File: config.mk
export PLATFORM = sky130hd
export DESIGN_NAME = cmd_frame_tx
export DESIGN_NICKNAME = d
export VERILOG_FILES = /design/src/rtl/cmd_frame_tx_pkg.sv /design/src/rtl/uart_byte_ser.sv /design/src/rtl/cmd_frame_tx.sv
export SDC_FILE = /design/constraint.sdc
export NUM_CORES = 1
export LEC_CHECK = 0
export BUFFER_PORTS_ARGS = -buffer_cell sky130_fd_sc_hd__buf_2
export CAP_MARGIN = 15
export CORE_UTILIZATION = 28
export DETAILED_ROUTE_END_ITERATION = 6
export SLEW_MARGIN = 40
export SYNTH_ARGS = -nofsm -noshare
export SYNTH_HDL_FRONTEND = slang
export SYNTH_SLANG_ARGS = --single-unit
File: constraint.sdc
create_clock -name CLK -period 3.67 [get_ports CLK]
set_input_delay 1.101 -clock CLK [delete_from_list [all_inputs] [get_ports CLK]]
set_output_delay 1.101 -clock CLK [all_outputs]
set_load 0.02 [all_outputs]
File: src/rtl/cmd_frame_tx_pkg.sv
// Shared constants and types for the command frame transmitter: frame headers,
// command-type encodings and FSM state encodings.
package cmd_frame_tx_pkg;

  localparam logic [7:0] HdrRfWr    = 8'hAA;
  localparam logic [7:0] HdrRfRd    = 8'hBB;
  localparam logic [7:0] HdrAluOp   = 8'hCC;
  localparam logic [7:0] HdrAluNoOp = 8'hDD;

  typedef enum logic [1:0] {
    CmdRfWr    = 2'd0,
    CmdRfRd    = 2'd1,
    CmdAluOp   = 2'd2,
    CmdAluNoOp = 2'd3
  } cmd_type_e;

  // Command-level sequencing: between bytes the line sits in StGap.
  typedef enum logic [1:0] {
    StIdle = 2'd0,
    StSend = 2'd1,
    StGap  = 2'd2
  } frame_state_e;

  // Per-byte bit sequencing inside uart_byte_ser.
  typedef enum logic [2:0] {
    StBitIdle   = 3'd0,
    StBitStart  = 3'd1,
    StBitData   = 3'd2,
    StBitParity = 3'd3,
    StBitStop   = 3'd4
  } bit_state_e;

  function automatic logic [7:0] cmd_header(input cmd_type_e t);
    logic [7:0] hdr;
    case (t)
      CmdRfWr:  hdr = HdrRfWr;
      CmdRfRd:  hdr = HdrRfRd;
      CmdAluOp: hdr = HdrAluOp;
      default:  hdr = HdrAluNoOp;
    endcase
    return hdr;
  endfunction

  function automatic logic [2:0] cmd_num_bytes(input cmd_type_e t);
    logic [2:0] n;
    case (t)
      CmdRfWr:  n = 3'd3;
      CmdRfRd:  n = 3'd2;
      CmdAluOp: n = 3'd4;
      default:  n = 3'd2;
    endcase
    return n;
  endfunction

endpackage

File: src/rtl/uart_byte_ser.sv
// Serializes one byte as start, LSB-first data, optional parity and stop bit.
// A new byte may be handed over in the cycle its predecessor's stop bit ends.
module uart_byte_ser
  import cmd_frame_tx_pkg::*;
#(
  parameter int unsigned Data_width   = 8,
  parameter int unsigned CLKS_PER_BIT = 32
) (
  input  logic                  clk_i,
  input  logic                  rst_i,
  input  logic                  byte_valid_i,
  input  logic [Data_width-1:0] byte_data_i,
  input  logic                  par_en_i,
  input  logic                  par_typ_i,
  output logic                  byte_ready_o,
  output logic                  byte_done_o,
  output logic                  tx_o
);

  localparam logic [7:0] CntLoad = 8'(CLKS_PER_BIT - 1);
  localparam logic [7:0] LastBit = 8'(Data_width - 1);

  bit_state_e            state_q;
  logic [7:0]            cnt_q;
  logic [7:0]            bit_idx_q;
  logic [Data_width-1:0] shift_q;
  logic                  par_q;
  logic                  par_en_q;
  logic                  tx_q;
  logic                  bit_end;

  assign bit_end      = (cnt_q == 8'd0);
  assign byte_done_o  = (state_q == StBitStop) && bit_end;
  assign byte_ready_o = (state_q == StBitIdle) || byte_done_o;
  assign tx_o         = tx_q;

  always_ff @(posedge clk_i) begin
    if (rst_i) begin
      state_q   <= StBitIdle;
      cnt_q     <= 8'd0;
      bit_idx_q <= 8'd0;
      shift_q   <= '0;
      par_q     <= 1'b0;
      par_en_q  <= 1'b0;
      tx_q      <= 1'b1;
    end else if (byte_ready_o && byte_valid_i) begin
      state_q   <= StBitStart;
      cnt_q     <= CntLoad;
      bit_idx_q <= 8'd0;
      shift_q   <= byte_data_i;
      par_q     <= (^byte_data_i) ^ par_typ_i;
      par_en_q  <= par_en_i;
      tx_q      <= 1'b0;
    end else if (state_q != StBitIdle) begin
      if (!bit_end) begin
        cnt_q <= cnt_q - 8'd1;
      end else begin
        cnt_q <= CntLoad;
        case (state_q)
          StBitStart: begin
            state_q <= StBitData;
            tx_q    <= shift_q[0];
            shift_q <= shift_q >> 1;
          end
          StBitData: begin
            if (bit_idx_q == LastBit) begin
              state_q <= par_en_q ? StBitParity : StBitStop;
              tx_q    <= par_en_q ? par_q : 1'b1;
            end else begin
              bit_idx_q <= bit_idx_q + 8'd1;
              tx_q      <= shift_q[0];
              shift_q   <= shift_q >> 1;
            end
          end
          StBitParity: begin
            state_q <= StBitStop;
            tx_q    <= 1'b1;
          end
          default: begin
            state_q <= StBitIdle;
            cnt_q   <= 8'd0;
            tx_q    <= 1'b1;
          end
        endcase
      end
    end
  end

endmodule

File: src/rtl/cmd_frame_tx.sv
// Command frame transmitter: latches a command, expands it into header and
// payload bytes, and sends them over UART with idle gaps between bytes.
module cmd_frame_tx
  import cmd_frame_tx_pkg::*;
#(
  parameter int unsigned Data_width   = 8,
  parameter int unsigned CLKS_PER_BIT = 32,
  parameter int unsigned GAP_BITS     = 1
) (
  input  logic                  CLK,
  input  logic                  RST,
  input  logic                  cmd_valid,
  output logic                  cmd_ready,
  input  logic [1:0]            cmd_type,
  input  logic [3:0]            cmd_addr,
  input  logic [Data_width-1:0] cmd_op_a,
  input  logic [Data_width-1:0] cmd_op_b,
  input  logic [3:0]            cmd_fun,
  input  logic                  PAR_EN,
  input  logic                  PAR_TYP,
  output logic                  TX_LINE,
  output logic                  busy,
  output logic                  done
);

  localparam int unsigned     GapW    = 12;
  localparam logic [GapW-1:0] GapLoad = GapW'(GAP_BITS * CLKS_PER_BIT - 1);

  frame_state_e          state_q;
  cmd_type_e             type_q;
  logic [3:0]            addr_q;
  logic [3:0]            fun_q;
  logic [Data_width-1:0] op_a_q;
  logic [Data_width-1:0] op_b_q;
  logic                  par_en_q;
  logic                  par_typ_q;
  logic [2:0]            idx_q;
  logic [GapW-1:0]       gap_cnt_q;
  logic                  done_q;

  logic                  accept;
  logic                  last_byte;
  logic                  ser_valid;
  logic                  ser_ready;
  logic                  ser_done;
  logic                  ser_par_en;
  logic                  ser_par_typ;
  logic [Data_width-1:0] ser_data;
  logic [Data_width-1:0] next_byte;
  logic [Data_width-1:0] addr_ext;
  logic [Data_width-1:0] fun_ext;

  assign cmd_ready = (state_q == StIdle);
  assign busy      = (state_q != StIdle);
  assign done      = done_q;
  assign accept    = cmd_valid && cmd_ready && ser_ready;
  assign addr_ext  = Data_width'(addr_q);
  assign fun_ext   = Data_width'(fun_q);
  // idx_q always names the next byte to hand over; byte 0 is the header.
  assign last_byte = (idx_q == cmd_num_bytes(type_q));

  always_comb begin
    next_byte = '0;
    case (type_q)
      CmdRfWr:  next_byte = (idx_q == 3'd1) ? addr_ext : op_a_q;
      CmdRfRd:  next_byte = addr_ext;
      CmdAluOp: begin
        if (idx_q == 3'd1)      next_byte = op_a_q;
        else if (idx_q == 3'd2) next_byte = op_b_q;
        else                    next_byte = fun_ext;
      end
      default:  next_byte = fun_ext;
    endcase
  end

  // The header goes straight from the inputs so its start bit follows acceptance.
  always_comb begin
    ser_valid   = 1'b0;
    ser_data    = next_byte;
    ser_par_en  = par_en_q;
    ser_par_typ = par_typ_q;
    if (accept) begin
      ser_valid   = 1'b1;
      ser_data    = Data_width'(cmd_header(cmd_type_e'(cmd_type)));
      ser_par_en  = PAR_EN;
      ser_par_typ = PAR_TYP;
    end else if (state_q == StSend && ser_done && !last_byte && GAP_BITS == 0) begin
      ser_valid = 1'b1;
    end else if (state_q == StGap && gap_cnt_q == '0) begin
      ser_valid = 1'b1;
    end
  end

  always_ff @(posedge CLK) begin
    if (RST) begin
      state_q   <= StIdle;
      type_q    <= CmdRfWr;
      addr_q    <= 4'd0;
      fun_q     <= 4'd0;
      op_a_q    <= '0;
      op_b_q    <= '0;
      par_en_q  <= 1'b0;
      par_typ_q <= 1'b0;
      idx_q     <= 3'd0;
      gap_cnt_q <= '0;
      done_q    <= 1'b0;
    end else begin
      done_q <= 1'b0;
      case (state_q)
        StIdle: begin
          if (accept) begin
            type_q    <= cmd_type_e'(cmd_type);
            addr_q    <= cmd_addr;
            fun_q     <= cmd_fun;
            op_a_q    <= cmd_op_a;
            op_b_q    <= cmd_op_b;
            par_en_q  <= PAR_EN;
            par_typ_q <= PAR_TYP;
            idx_q     <= 3'd1;
            state_q   <= StSend;
          end
        end
        StSend: begin
          if (ser_done) begin
            if (last_byte) begin
              state_q <= StIdle;
              idx_q   <= 3'd0;
              done_q  <= 1'b1;
            end else if (GAP_BITS == 0) begin
              idx_q <= idx_q + 3'd1;
            end else begin
              state_q   <= StGap;
              gap_cnt_q <= GapLoad;
            end
          end
        end
        StGap: begin
          if (gap_cnt_q == '0) begin
            idx_q   <= idx_q + 3'd1;
            state_q <= StSend;
          end else begin
            gap_cnt_q <= gap_cnt_q - GapW'(1);
          end
        end
        default: state_q <= StIdle;
      endcase
    end
  end

  uart_byte_ser #(
    .Data_width  (Data_width),
    .CLKS_PER_BIT(CLKS_PER_BIT)
  ) u_ser (
    .clk_i       (CLK),
    .rst_i       (RST),
    .byte_valid_i(ser_valid),
    .byte_data_i (ser_data),
    .par_en_i    (ser_par_en),
    .par_typ_i   (ser_par_typ),
    .byte_ready_o(ser_ready),
    .byte_done_o (ser_done),
    .tx_o        (TX_LINE)
  );

endmodule

[Word level (Yosys, flattened, before mapping)]
Cells that the tools add are included.
Storage, ports and cells
  logic and storage cells: 130
  bits in registers: 76
  output and inout port bits: 4
  input bits: 31
Cells by class
  reduce and logical (&&, ||, !) cells: 32
  bitwise logic cells: 4
  mux-type cells: 47
  add/subtract/negate cells: 4
  equality and inequality tests: 23
Operator list (count)
  2-to-1 mux 8 bit: 9
  2-to-1 mux 12 bit: 3
  case mux 12 bit (2 select lines): 1
  case mux 8 bit (3 select lines): 1
  case mux 7 bit (3 select lines): 1
  2-to-1 mux 3 bit: 6
  case mux 3 bit (3 select lines): 2
  case mux 8 bit (2 select lines): 1
  2-to-1 mux 5 bit: 3
  2-to-1 mux 1 bit: 13
  zero test 12 bit: 1
  AND reduction 4 bit: 3
  subtractor 12 x 1 -> 12 bit, second input constant: 1
  equality test 3 x 2 -> 1 bit, second input constant: 3
  AND reduction 3 bit: 3
  nonzero test 3 bit: 3
  adder 8 x 1 -> 8 bit, second input constant: 1
  equality test 8 x 3 -> 1 bit, second input constant: 1
  zero test 8 bit: 1
  2-to-1 mux 2 bit: 4
  != test 2 x 1 -> 1 bit, second input constant: 4
  nonzero test 2 bit: 4
  XOR reduction 8 bit: 1
  subtractor 8 x 1 -> 8 bit, second input constant: 1
  other kinds (22): 39

[Longest topological paths before layout]
  depth after elaboration: 8
  gate-level depth with buffers: 11
  gate-level depth less buffers: 10

[Cells and area by module]
A second synthesis with hierarchy kept.
Unflattened totals
  cell total of the unflattened synthesis: 515
  area total of the unflattened synthesis: 4093.9 um2
By module, submodules not included
  cmd_frame_tx: seq. area each 920.9 um2, times used 1, area each 2409.8 um2, cells an instance 316
  uart_byte_ser: seq. area each 600.6 um2, times used 1, area each 1684.1 um2, cells an instance 199

[Least setup slack after synthesis]
No wires, ideal clock.
  kind: input -> register
  from: input port cmd_valid
  to: register idx_q[2]
  path buffers: 1
  required time: 3.542 ns
  library setup time: 0.128 ns
  arrival: 2.734 ns
  setup slack: 0.808 ns
  stages on the path: 8
  cell sequence: nand2_1 > a211o_1 > clkbuf_1 > a222oi_1 > nor3b_4 > o21ai_0 > a22oi_1 > nor2_1
Between the ends
  cells in the longest elaborated chain, start to end: 4
RTL lines
  from (decl): RTL line cmd_frame_tx.sv:12  | input logic cmd_valid,
  logical AND 1 bit (2 in a row): RTL line cmd_frame_tx.sv:56  | assign accept = cmd_valid && cmd_ready && ser_ready;
  != test 2 x 1 -> 1 bit (no source line)
  AND reduction 5 bit (no source line)
  to (signal assigned): RTL line cmd_frame_tx.sv:130  | idx_q <= idx_q + 3'd1;
  to (signal assigned): RTL line cmd_frame_tx.sv:139  | idx_q <= idx_q + 3'd1;
  to (decl): RTL line cmd_frame_tx.sv:37  | logic [2:0] idx_q;
Every way passes these cells.
A chain may end at the register's enable or synchronous reset.

[Final worst setup path]
  from: register gap_cnt_q[0]
  to: register u_ser.par_q
Between the ends
  cells in the longest elaborated chain, start to end: 5
RTL lines
  from (decl): RTL line cmd_frame_tx.sv:38  | logic [GapW-1:0] gap_cnt_q;
  from (signal assigned): RTL line cmd_frame_tx.sv:133  | gap_cnt_q <= GapLoad;
  from (signal assigned): RTL line cmd_frame_tx.sv:142  | gap_cnt_q <= gap_cnt_q - GapW'(1);
  zero test 12 bit: RTL line cmd_frame_tx.sv:89  | end else if (state_q == StGap && gap_cnt_q == '0) begin
  logical AND 1 bit: RTL line cmd_frame_tx.sv:89
  2-to-1 mux 1 bit: RTL line cmd_frame_tx.sv:89
  2-to-1 mux 1 bit: RTL line cmd_frame_tx.sv:82  | if (accept) begin
  logical AND 1 bit: RTL line uart_byte_ser.sv:46  | end else if (byte_ready_o && byte_valid_i) begin
  to (signal assigned): RTL line uart_byte_ser.sv:51  | par_q <= (^byte_data_i) ^ par_typ_i;
  to (decl): RTL line uart_byte_ser.sv:27  | logic par_q;
Every way passes these cells.

==> reports/qor.json <==
{
  "outcome": {"value": "complete, no violations"},
  "cells_after_synth": {"value": 493},
  "routed-via-count": {"value": 3530},
  "cts_resized": {"value": 0},
  "dominantRegCellSynth": {"value": "dfxtp_1"},
  "worst_slew_margin_rel": {"value": 0.4845},
  "route.detailed.vias_per_inst": {"value": 5.036},
  "finalHoldWorstSlack": {"value": 0.4580, "unit": "ns"},
  "synth_compound_gate_area_share": {"value": 0.2172},
  "global_route.overflow_total": {"value": 0},
  "post-route-drc-count": {"value": 0},
  "preCtsSetupSlack": {"value": 0.6704, "unit": "ns"},
  "placed_cells_incl_taps": {"value": 685},
  "netSwitchingFraction": {"value": 0.4072},
  "fmaxAchievable": {"value": 329.0, "unit": "MHz"},
  "grt_setup_unrepaired": {"value": "false"},
  "total_power": {"value": 3.856, "unit": "mW"},
  "fin_crit": {"value": 3.039, "unit": "ns"},
  "path_cells": {"value": "inv_1 > ha_1 > or3b_2 > nor4_4 > a21boi_1 > or3_1 > or4_1 > o211ai_1"},
  "holdBufCountCts": {"value": 0},
  "number_of_buffers_inserted_during_clock_tree_synthesis": {"value": 9},
  "critical_path_class": {"value": "flop to flop"},
  "power.net_switching": {"value": 1.570, "unit": "mW"},
  "worst_slew_pin_slew": {"value": 0.7518, "unit": "ns"},
  "hpwlAfterDp": {"value": 6.579, "unit": "mm"},
  "fin_tns_setup": {"value": 0, "unit": "ns"},
  "number_of_library_cell_types_mapped_by_synthesis": {"value": 59},
  "power_density_normalized_to_cell_area": {"value": 849.7, "unit": "mW/mm^2"},
  "yosys.area_share.xor_xnor": {"value": 0.04042},
  "cell_internal_pwr": {"value": 2.286, "unit": "mW"},
  "critical_path_arrival": {"value": 3.29, "unit": "ns"},
  "worst_ir_drop_vdd": {"value": 0.2708, "unit": "mV"},
  "cts.path.max_buffers": {"value": 2},
  "finalWorstSetupSlack": {"value": 0.6305, "unit": "ns"},
  "tritoncts": {"value": "done"},
  "setup_viol": {"value": 0},
  "critPathLaunchType": {"value": "flop"},
  "cts-root-buf": {"value": "clkbuf_16"},
  "critPathRequiredTime": {"value": 3.92, "unit": "ns"},
  "die_h": {"value": 120.0, "unit": "um"},
  "type_of_the_most_critical_hold_path": {"value": "flop to flop"},
  "area_delta_synth_final": {"value": 16.36, "unit": "%"},
  "sequentialPowerShare": {"value": 0.325},
  "post_synth_fa_ha_maj_area_fraction": {"value": 0.03529},
  "gp_congestion": {"value": 0.8382},
  "fin_nets": {"value": 562},
  "synth_top_family_by_area": {"value": "simple AND/OR/NAND/NOR gates"},
  "first_global_vias": {"value": 3341},
  "detail_route.first_pass.iterations": {"value": 4},
  "async_set_reset_flop_share_out_of_synthesis": {"value": 0},
  "numClockSinks": {"value": 76},
  "yosys_register_bits": {"value": 76},
  "routed_wirelength": {"value": 9.139, "unit": "mm"},
  "drive_above_1_share": {"value": 0.1410},
  "avgRoutedWirePerCell": {"value": 13.04, "unit": "um"},
  "initial_antenna_violation_count": {"value": 0},
  "cpPeakStageDelay": {"value": 0.59, "unit": "ns"},
  "p_leak": {"value": 1.643, "unit": "nW"},
  "number_of_endpoints_with_negative_hold_slack_in_the_final_report": {"value": 0},
  "die-width": {"value": 120.0, "unit": "um"},
  "cts.htree.levels": {"value": 3},
  "first_pass_grt_wire_length": {"value": 15.61, "unit": "mm"},
  "timing.final.crit_share": {"value": 0.8282},
  "syn_area_per_cell": {"value": 7.911, "unit": "um^2"},
  "path_clk_slew": {"value": 0.06, "unit": "ns"},
  "setup.worst_path.end_class": {"value": "flop"},
  "synth_simple_gate_area_frac": {"value": 0.2541},
  "finalClockSkew": {"value": 0.005100, "unit": "ns"},
  "post_cts.repair.setup_buffers": {"value": 0},
  "comb_power_share": {"value": 0.455},
  "initialDrtViolationCount": {"value": 182},
  "synth_area": {"value": 0.003900, "unit": "mm^2"},
  "buffer_ports.inserted": {"value": 34},
  "syn_nets": {"value": 535},
  "muxShareOfSynthArea": {"value": 0.01604},
  "floorplan.die_area": {"value": 0.01440, "unit": "mm^2"},
  "design.core.area": {"value": 0.01340, "unit": "mm^2"},
  "track_usage": {"value": 0.1369},
  "insertion_delay": {"value": 0.33, "unit": "ns"},
  "layoutNonFillerInstCount": {"value": 701},
  "synth-edff-count": {"value": 0},
  "slowest_stage": {"value": "or3_1"},
  "num_io_pins": {"value": 35},
  "initial_core_util": {"value": 0.2910},
  "final_max_slew_viol_count": {"value": 0},
  "number_of_placement_rows": {"value": 42},
  "crit_path_max_fanout": {"value": 13},
  "grt_start_max_net_pins": {"value": 37},
  "antenna_left": {"value": 0},
  "diodes": {"value": 0},
  "count_of_synthesis_stage_warnings_from_yosys": {"value": 0},
  "share_clk_of_total_power": {"value": 0.220},
  "drv_cap": {"value": 0},
  "ys_seq_area_frac": {"value": 0.3901}
}
==> cell type report <==
cell class / instances / area, um^2
tap: 176 / 220.2
timing repair buffer: 40 / 215.2
inverter: 24 / 90.09
multi-input combinational: 369 / 2206
fill: 1415 / 8862
clock inverter: 5 / 52.55
clock buffer: 11 / 232.7
sequential: 76 / 1521
==> state kept, by name (all words and copies together), names as in the netlist, 2 cells and up <==
name             cells
type_q               2
gap_cnt_q           12
op_b_q               8
u_ser.bit_idx_q      8
u_ser.cnt_q          8
op_a_q               8
idx_q                3
fun_q                4
u_ser.shift_q        8
u_ser.state_q        3
addr_q               4
state_q              2
==> worst max-delay path: cells and delay by family (launching register included) <==
kind,cells,cell delay (ns)
flops,1,0.31
buf+inv,1,0.09
fa+ha+maj,1,0.19
simple gates,4,1.99
compound gates,2,0.36
==> per-layer routing <==
layer / up-vias / GRT usage / share of wire
met3: 9 / 0.03232 / 0.033
met2: 61 / 0.2245 / 0.48
met1: 1661 / 0.1719 / 0.48
met4: 0 / 0.05469 / 0.012
met5: - / 0 / 0
li1: 1799 / - / -
==> power by group through the flow <==
| stage | Combinational, mW | Sequential [mW] | Clock, mW |
|---|---|---|---|
| finish | 1.75 | 1.25 | 0.848 |
| global route | 1.96 | 1.29 | 0.911 |
| CTS | 1.75 | 1.25 | 0.875 |
| detailed placement | 1.74 | 1.27 | 0 |
| global placement | 1.70 | 1.26 | 0 |
| floorplan | 1.41 | 1.20 | 0 |
==> worst paths after layout <==
| check | start | to | slack, ns | depth (start not counted) |
|---|---|---|---|---|
| max | gap_cnt_q[0]$_SDFFE_PP0P_ | u_ser.par_q$_SDFFE_PP0P_ | 0.63 | 8 |
| min | u_ser.shift_q[3]$_SDFFE_PP0P_ | u_ser.shift_q[3]$_SDFFE_PP0P_ | 0.46 | 2 |
| max reg2reg | gap_cnt_q[0]$_SDFFE_PP0P_ | u_ser.par_q$_SDFFE_PP0P_ | 0.63 | 8 |
| min reg2reg | u_ser.shift_q[3]$_SDFFE_PP0P_ | u_ser.shift_q[3]$_SDFFE_PP0P_ | 0.46 | 2 |
==> Yosys cell counts (4+ instances only) <==
master    number  area, um^2
ha_1          11       137.6
mux2i_1        4       40.04
nor2_1        56       210.2
nand2b_1       9       56.30
xor2_1         4       35.03
o21a_1         4       30.03
nor3_1        12       60.06
o221a_2        4       45.04
inv_1         23       86.33
a311oi_1       9       78.83
dfxtp_1       76        1521
nor4_1         5       31.28
clkbuf_1      21       78.83
o311ai_0       4       35.03
a21oi_1       51       255.2
nand3_1       14       70.07
a211oi_1       5       37.54
o21ai_0        9       45.04
o22ai_1        4       25.02
xnor2_1       14       122.6
nand2_1       82       307.8
or3_1          6       37.54
o211ai_1       5       37.54
o32a_1         4       40.04
==> cell usage in the layout, fill, tap and decap left out, types with 3 or more instances in the layout <==
cell type | netlist | layout
a31oi_1 | 3 | 3
dfxtp_1 | 76 | 76
o211ai_1 | 5 | 5
o32a_1 | 4 | 4
inv_1 | 23 | 23
o21ai_0 | 9 | 9
or3_1 | 6 | 6
xnor2_1 | 14 | 14
a311oi_1 | 9 | 9
o221a_2 | 4 | 4
clkinv_2 | 0 | 3
a221oi_1 | 3 | 3
a222oi_1 | 3 | 3
buf_4 | 0 | 6
a21oi_1 | 51 | 51
nand2b_1 | 9 | 9
ha_1 | 11 | 11
a22oi_1 | 3 | 3
nor2b_1 | 3 | 3
a211o_1 | 3 | 3
xor2_1 | 4 | 4
o22ai_1 | 4 | 4
o21a_1 | 4 | 4
nor2_1 | 56 | 56
a211oi_1 | 5 | 5
nor3_1 | 12 | 11
nand3_1 | 14 | 14
nor3b_1 | 3 | 3
o311ai_0 | 4 | 4
clkbuf_16 | 0 | 9
buf_2 | 2 | 34
nand2_1 | 82 | 82
mux2i_1 | 4 | 4
nor4_1 | 5 | 5
==> metrics by stage <==
stage	utilization	instance area [um^2]
after floorplan	-	3900
after global placement	0.3170	4248
after CTS	0.3383	4533
after global routing	0.3387	4538
final	0.3387	4538
after detailed placement	0.3170	4248
==> kinds of logic after synthesis <==
logic type | after synthesis
simple gates | 209
compound gates | 125
flops | 76
buf+inv | 48
xor+xnor | 18
fa+ha+maj | 11
mux | 6
(Power assumes the default switching activity.)
